===== src/rtl/spi_tx16.sv =====
// spi_tx16 -- 16-bit SPI mode-0 frame transmitter with 2-bit address lines.
// Frame: SETUP, 16 bits of SHIFT (high then low half-period each), HOLD, GAP.
// Every non-IDLE state is timed by an 8-bit divider counting CLK_DIV cycles.
// Optional feature: define SPI_TX_MISO_EN to add spi_miso / rx_data capture.
module spi_tx16 #(
  parameter int unsigned CLK_DIV = 4
) (
  input  logic        clk,
  input  logic        reset,
  input  logic        start,
  input  logic [15:0] tx_data,
  input  logic [1:0]  tx_addr,
  output logic        busy,
  output logic        done,
  output logic        spi_cs,
  output logic        spi_clk,
  output logic        spi_mosi,
  output logic [1:0]  spi_a
`ifdef SPI_TX_MISO_EN
  ,
  input  logic        spi_miso,
  output logic [15:0] rx_data
`endif
);

  typedef enum logic [2:0] {
    IDLE,
    SETUP,
    SHIFT,
    HOLD,
    GAP
  } state_t;

  localparam logic [7:0] DIV_LAST = 8'(CLK_DIV - 1);

  state_t      state;
  logic [7:0]  div_cnt;
  logic [3:0]  bit_cnt;
  logic [15:0] shreg;
  logic        div_end;

`ifdef SPI_TX_MISO_EN
  logic [15:0] rx_shift;
`endif

  assign div_end = (div_cnt == DIV_LAST);

  // Frame sequencer: state, divider, bit counter, shifter and all outputs.
  always_ff @(posedge clk) begin
    // NOTE: every register here is state, so non-blocking assignments only;
    // blocking would let later statements see this cycle's new values.
    if (reset) begin
      // NOTE: synchronous reset covers every register, including the data
      // shifter, so an aborted frame leaves nothing stale behind.
      state    <= IDLE;
      div_cnt  <= '0;
      bit_cnt  <= '0;
      shreg    <= '0;
      busy     <= 1'b0;
      done     <= 1'b0;
      spi_cs   <= 1'b1;
      spi_clk  <= 1'b0;
      spi_mosi <= 1'b0;
      spi_a    <= '0;
`ifdef SPI_TX_MISO_EN
      rx_shift <= '0;
      rx_data  <= '0;
`endif
    end else begin
      done <= 1'b0;
      case (state)
        IDLE: begin
          div_cnt <= '0;
          if (start) begin
            state    <= SETUP;
            shreg    <= tx_data;
            busy     <= 1'b1;
            spi_cs   <= 1'b0;
            spi_mosi <= tx_data[15];
            spi_a    <= tx_addr;
`ifdef SPI_TX_MISO_EN
            rx_shift <= '0;
`endif
          end
        end

        SETUP: begin
          if (div_end) begin
            div_cnt <= '0;
            state   <= SHIFT;
            spi_clk <= 1'b1;
            bit_cnt <= 4'd15;
`ifdef SPI_TX_MISO_EN
            rx_shift <= {rx_shift[14:0], spi_miso};
`endif
          end else begin
            div_cnt <= div_cnt + 8'd1;
          end
        end

        // spi_clk itself tells which half of the bit period we are in.
        SHIFT: begin
          if (div_end) begin
            div_cnt <= '0;
            if (spi_clk) begin
              spi_clk <= 1'b0;
              // Next bit goes out on the falling edge; bit 0 stays put.
              if (bit_cnt != 4'd0) begin
                shreg    <= shreg << 1;
                spi_mosi <= shreg[14];
              end
            end else if (bit_cnt == 4'd0) begin
              state <= HOLD;
            end else begin
              spi_clk <= 1'b1;
              bit_cnt <= bit_cnt - 4'd1;
`ifdef SPI_TX_MISO_EN
              rx_shift <= {rx_shift[14:0], spi_miso};
`endif
            end
          end else begin
            div_cnt <= div_cnt + 8'd1;
          end
        end

        HOLD: begin
          if (div_end) begin
            div_cnt  <= '0;
            state    <= GAP;
            spi_cs   <= 1'b1;
            spi_mosi <= 1'b0;
            spi_a    <= '0;
            // With a one-cycle GAP the first GAP cycle is also the last.
            if (DIV_LAST == 8'd0) begin
              done <= 1'b1;
`ifdef SPI_TX_MISO_EN
              rx_data <= rx_shift;
`endif
            end
          end else begin
            div_cnt <= div_cnt + 8'd1;
          end
        end

        GAP: begin
          if (div_end) begin
            div_cnt <= '0;
            state   <= IDLE;
            busy    <= 1'b0;
          end else begin
            div_cnt <= div_cnt + 8'd1;
            // Registered done lands on the final GAP cycle.
            if (div_cnt + 8'd1 == DIV_LAST) begin
              done <= 1'b1;
`ifdef SPI_TX_MISO_EN
              rx_data <= rx_shift;
`endif
            end
          end
        end

        default: state <= IDLE;
      endcase
    end
  end

endmodule

===== config.mk =====
export PLATFORM = sky130hd
export DESIGN_NAME = spi_tx16
export DESIGN_NICKNAME = d
export VERILOG_FILES = /design/src/rtl/spi_tx16.sv
export SDC_FILE = /design/constraint.sdc
export NUM_CORES = 1
export LEC_CHECK = 0
export CAP_MARGIN = 20
export CORE_MARGIN = 2
export CORE_UTILIZATION = 45
export DETAILED_ROUTE_END_ITERATION = 16
export PLACE_DENSITY = 0.78
export SLEW_MARGIN = 25
export SYNTH_ARGS = -nofsm -noshare
export SYNTH_HDL_FRONTEND = slang
export SYNTH_SLANG_ARGS = --single-unit

===== constraint.sdc =====
create_clock -name clk -period 5.7 [get_ports clk]
set_input_delay 1.14 -clock clk [delete_from_list [all_inputs] [get_ports clk]]
set_output_delay 1.14 -clock clk [all_outputs]
set_load 0.005 [all_outputs]

==> Yosys cells after proc, flatten, opt, wreduce, memory -nomap -nowiden <==
Cells that the tools add are included.
{ "classes": {"eq_ne": 16, "n_mux": 39, "n_reduce_logical": 18, "add_sub_neg": 2, "bitwise": 1} }
{ "ops": {"columns": ["op", "n"], "rows": [
  ["2-to-1 mux 15 bit", 4],
  ["case mux 15 bit (2 select lines)", 1],
  ["2-to-1 mux 3 bit", 7],
  ["!= test 2 bit (second input constant)", 10],
  ["== test 8 x 2 -> 1 bit (second input constant)", 2],
  ["2-to-1 mux 4 bit", 4],
  ["case mux 8 bit (2 select lines)", 1],
  ["case mux 3 bit (5 select lines)", 1],
  ["2-to-1 mux 1 bit", 12],
  ["AND reduction 5 bit", 2],
  ["nonzero test 2 bit", 5],
  ["AND reduction 3 bit", 3],
  ["adder 8 x 1 -> 8 bit (second input constant)", 1],
  ["2-to-1 mux 8 bit", 1],
  ["case mux 4 bit (2 select lines)", 1],
  ["AND reduction 7 bit", 1],
  ["== test 3 x 2 -> 1 bit (second input constant)", 2],
  ["case mux 1 bit (2 select lines)", 3],
  ["AND reduction 6 bit", 1],
  ["logical NOT 4 bit", 1],
  ["2-to-1 mux 2 bit", 2],
  ["case mux 2 bit (2 select lines)", 1],
  ["nonzero test 4 bit", 1],
  ["OR reduction 4 bit", 1],
  ["other kinds (8)", 8]
]} }
{ "totals": {"elab_cells": 86, "register_bits": 37, "in_bits": 21} }

==> Depth between registers and ports, before layout <==
{ "depth": {"word_depth": 5, "ltp_mapped": 8, "depth_no_buf": 6} }

==> Worst setup path after synthesis <==
OpenSTA, ideal clock, no wires.
{ "synth_timing": {"path_kind": "register to register", "start": "register div_cnt[1]", "end": "register shreg[10]", "path_buffers": 3, "setup_slack_ns": 3.545, "stages_incl_launch_ff": 9, "arrival_time_ns": 2.018, "cell_sequence": "dfxtp_1 ha_1 or4b_1 buf_2 nor4_4 or2_1 buf_6 buf_12 a211oi_1"} }
{ "synth_between": {"elab_chain_cells": 3} }
{ "synth_lines": {"columns": ["element", "line_no", "text"], "rows": [
  ["start: declaration", "37", "logic [7:0] div_cnt;"],
  ["start signal: assignment", "97", "div_cnt <= div_cnt + 8'd1;"],
  ["start signal: assignment", "122", "div_cnt <= div_cnt + 8'd1;"],
  ["start signal: assignment", "141", "div_cnt <= div_cnt + 8'd1;"],
  ["== test 8 x 2 -> 1 bit", "46", "assign div_end = (div_cnt == DIV_LAST);"],
  ["!= test 2 bit (no source line)", null, null],
  ["AND reduction 5 bit (no source line)", null, null],
  ["end signal: assignment", "76", "shreg <= tx_data;"],
  ["end signal: assignment", "109", "shreg <= shreg << 1;"],
  ["end: declaration", "39", "logic [15:0] shreg;"]
]} }
Every way passes these cells.
A chain may end at the register's enable or synchronous reset.

==> Final worst setup path <==
{ "layout_timing": {"start": "register state[1]", "end": "register shreg[12]"} }
{ "layout_between": {"elab_chain_cells": 3} }
{ "layout_lines": {"columns": ["element", "line_no", "text"], "rows": [
  ["start: declaration", "36", "state_t state;"],
  ["start signal: assignment", "55", "state <= IDLE;"],
  ["start signal: assignment", "75", "state <= SETUP;"],
  ["start signal: assignment", "90", "state <= SHIFT;"],
  ["== test 3 x 2 -> 1 bit / logical NOT 3 bit (equally long branches)", "71", "case (state)"],
  ["!= test 2 bit (no source line) / nonzero test 2 bit (equally long branches)", null, null],
  ["AND reduction 5 bit (no source line)", null, null]
]} }
Several ways; a longest one is shown, not always the timed one.

==> flow_metrics.env <==
export IMPL_run_status="finished, final reports clean"
export IMPL_critPathArrivalTime_ns=3.18
export IMPL_core_area_sq_um=4380
export IMPL_cts_root_to_sink_buffers=2
export IMPL_worst_setup_path_start_kind="flop"
export IMPL_remaining_drc_errors=0
export IMPL_post_synthesis_instance_area_sq_um=2080
export IMPL_critPathTopFamily="simple AND/OR/NAND/NOR gates"
export IMPL_timing_rr_start="state[1]$_SDFFE_PP0P_"
export IMPL_grt_util_all_layers_pct=18.4
export IMPL_synth_compound_gate_area_share_pct=22.3
export IMPL_slew_headroom_pct=41.2
export IMPL_cts_clk_slew_worst_paths_ns=0.08
export IMPL_floorplan_rows=24
export IMPL_largest_family_of_logic_cells_by_synthesized_area="simple AND/OR/NAND/NOR gates"
export IMPL_filler_cell_count=407
export IMPL_pwr_density_cell_nw_per_um2=306
export IMPL_synth_edff_count=0
export IMPL_dr_first_iter_drc_count=182
export IMPL_synth_adder_area_share_pct=1.81
export IMPL_synth_seq_cells=37
export IMPL_setup_worst_path_start="state[1]$_SDFFE_PP0P_"
export IMPL_synth_top_area_cell="sky130_fd_sc_hd__dfxtp_1"
export IMPL_place_detailed_hpwl_microns=3000
export IMPL_dieArea_sq_um=5170
export IMPL_multi_input_comb_area_sq_um=1190
export IMPL_final_max_slew_violation_count=0
export IMPL_timing_max_cap_violations=0
export IMPL_critical_path_slowest_cell="sky130_fd_sc_hd__or3b_2"
export IMPL_synthesis_nets=266
export IMPL_rsz0062_at_grt="false"
export IMPL_cts_repair_timing_setup_buffer_count=0
export IMPL_finalInstanceArea_sq_um=2420
export IMPL_min_path_cells=1
export IMPL_timing_final_crit_period_ns=3.03
export IMPL_cts_sink_count=37
export IMPL_cp_data_required_time_ns=5.85
export IMPL_antenna_violating_nets_post_route=0
export IMPL_yosysSeqAreaShare_pct=35.7
export IMPL_synthesis_instances=242
export IMPL_cp_cell_sequence="or3b_2, nor4_4, or2_1, a211oi_1"
export IMPL_final_weighted_congestion_of_routability_driven_global_placement=0.815
export IMPL_layout_area_overhead_vs_synth_pct=16.6
export IMPL_synth_simple_gate_area_share_pct=24.2
export IMPL_cts_inserted_buffers=5
export IMPL_nNetsFinal=281
export IMPL_worst_hold_startpoint="spi_cs$_SDFFE_PP1P_"
export IMPL_fmaxAchievable_mhz=330
export IMPL_post_cts_resize_count=0
export IMPL_grt_pass1_wl_microns=7590
export IMPL_postCtsHoldBufs=0
export IMPL_depth_of_the_cts_h_tree=2
export IMPL_crit_fanout=22
export IMPL_die_h_microns=71.9
export IMPL_yosysUniqueCellTypes=54
export IMPL_route_final_wire_length_microns=4510
export IMPL_globalRouteOverflowTotal=0
export IMPL_ys_flop_type="sky130_fd_sc_hd__dfxtp_1"
export IMPL_layout_drive_gt1_share_pct=8.53
export IMPL_cts_tree="yes"
export IMPL_final_cell_mix="sky130_fd_sc_hd__dfxtp_1, sky130_fd_sc_hd__clkdlybuf4s50_1, sky130_fd_sc_hd__nor3_1"
export IMPL_timing_clock_skew_ns=0.0109
export IMPL_synth_xor_area_share_pct=0.844
export IMPL_crit_type="flop to flop"
export IMPL_num_antenna_cells=0
export IMPL_total_leakage_power_nw=0.935
export IMPL_min_delay_path_class="flop to flop"
export IMPL_setup_violations=0
export IMPL_totalNegativeSetupSlack_ns=0
export IMPL_synthArstFlopShare_pct=0
export IMPL_post_drt_wl_per_cell_microns=14.5
export IMPL_final_common_cell="sky130_fd_sc_hd__dfxtp_1"
export IMPL_vias=1847
export IMPL_grt_antenna_before_repair=0
export IMPL_critical_path_buf_inv_count=0
export IMPL_die_w_microns=71.9
export IMPL_avgViaCountPerCell=5.96
export IMPL_grt_start_max_net_pins=40
export IMPL_syn_area_per_cell_sq_um=8.58
export IMPL_clk_insertion_delay_late_ns=0.30
export IMPL_drt_pre_antenna_iters=4
export IMPL_cts_root_buf="sky130_fd_sc_hd__clkbuf_8"
export IMPL_period_share_pct=53.2
export IMPL_vdd_ir_drop_worst_uv=124
export IMPL_placement_io_buffers=27
export IMPL_critical_path_depth=4
export IMPL_floorplan_initialDensity_pct=47.3
export IMPL_vias_in_the_first_global_route=1653
export IMPL_ys_top_cells_by_area="sky130_fd_sc_hd__dfxtp_1, sky130_fd_sc_hd__mux2i_1, sky130_fd_sc_hd__nor3_1"
export IMPL_yosys_mux_area_fraction_pct=8.26
export IMPL_post_place_cell_area_sq_um=2300
export IMPL_yosys_warnings=0
export IMPL_tightest_slew_ns=0.877
export IMPL_final_hold_violation_count=0
export IMPL_boundaryPins=28
export IMPL_slowest_delay_ns=0.76
export IMPL_end_kind="flop"
export IMPL_r2r_cells=4
export IMPL_yosys_area_top_type_share_pct=35.7
export IMPL_seq_area_sq_um=741
==> metal layers <==
| layer | vias up | wire length [microns] | GRT usage (%) |
|---|---|---|---|
| li1 | 928 | - | - |
| met3 | 4 | 222 | 4.31 |
| met2 | 55 | 1990 | 27.5 |
| met5 | - | 0 | 0 |
| met4 | 0 | 60 | 7.13 |
| met1 | 860 | 2230 | 25.9 |
==> synth_stat cells, drive strengths merged, types with 2 or more instances <==
cell	number
or4b	2
nor3b	2
or3b	3
a211oi	16
a41o	2
nand3b	4
o21a	3
nand2	15
nand3	7
nor4	2
nor3	25
or2	3
a21oi	18
mux2i	16
nor2	11
a31oi	2
buf	8
nand2b	3
a311oi	3
clkbuf	12
o21ai	12
dfxtp	37
nor2b	2
xnor2	2
ha	3
inv	7
or3	4
==> final timing paths <==
check / to / slack, ns
min reg2reg: spi_cs$_SDFFE_PP1P_ / 0.46
min: spi_cs$_SDFFE_PP1P_ / 0.46
max: shreg[12]$_SDFFE_PP0P_ / 2.67
max reg2reg: shreg[12]$_SDFFE_PP0P_ / 2.67
==> cells by family (layout without fill, tap and decap cells) <==
kind of cell	count (synthesis)	after routing
AO/OA/AOI/OAI	67	67
XOR/XNOR	2	2
adder cells (fa/ha/maj)	3	3
buffers and inverters	27	43
flip-flops	37	37
multiplexers	17	17
AND/OR/NAND/NOR	89	89
==> stage by stage <==
| step | hold WS [ns] | power (mW) | setup WS [ns] | utilization, % | cells |
|---|---|---|---|---|---|
| floorplan | 0.450 | 0.466 | 3.55 | - | 242 |
| global placement | 0.441 | 0.504 | 2.63 | 52.5 | 302 |
| detailed placement | 0.449 | 0.506 | 2.58 | 52.5 | 302 |
| CTS | 0.464 | 0.744 | 2.68 | 55.2 | 310 |
| global route | 0.487 | 0.778 | 2.45 | 55.2 | 310 |
| finish | 0.459 | 0.741 | 2.67 | 55.2 | 310 |
==> state kept, by name, indices dropped and copies added, names as in the netlist <==
signal	cells
busy	1
spi_a	2
bit_cnt	4
done	1
shreg	15
div_cnt	8
spi_mosi	1
state	3
spi_cs	1
spi_clk	1
==> power breakdown <==
part | leakage (nW) | switching, mW | total, mW | internal [mW]
logic | 0.575 | 0.0951 | 0.181 | 0.0856
clock network | 0.0574 | 0.0976 | 0.240 | 0.142
registers | 0.303 | 0.0294 | 0.320 | 0.291
total | 0.935 | 0.222 | 0.741 | 0.519
==> layout make-up <==
cell class              count  area share (%)
inverters                   7            1.09
well taps                  52            2.69
flip-flops and latches     37            30.6
clock inverters             2            1.55
clock buffers               6            3.41
multi-input cells         178            49.2
repair buffers             28            11.5
Note: power is estimated with default switching activity, not from simulation.
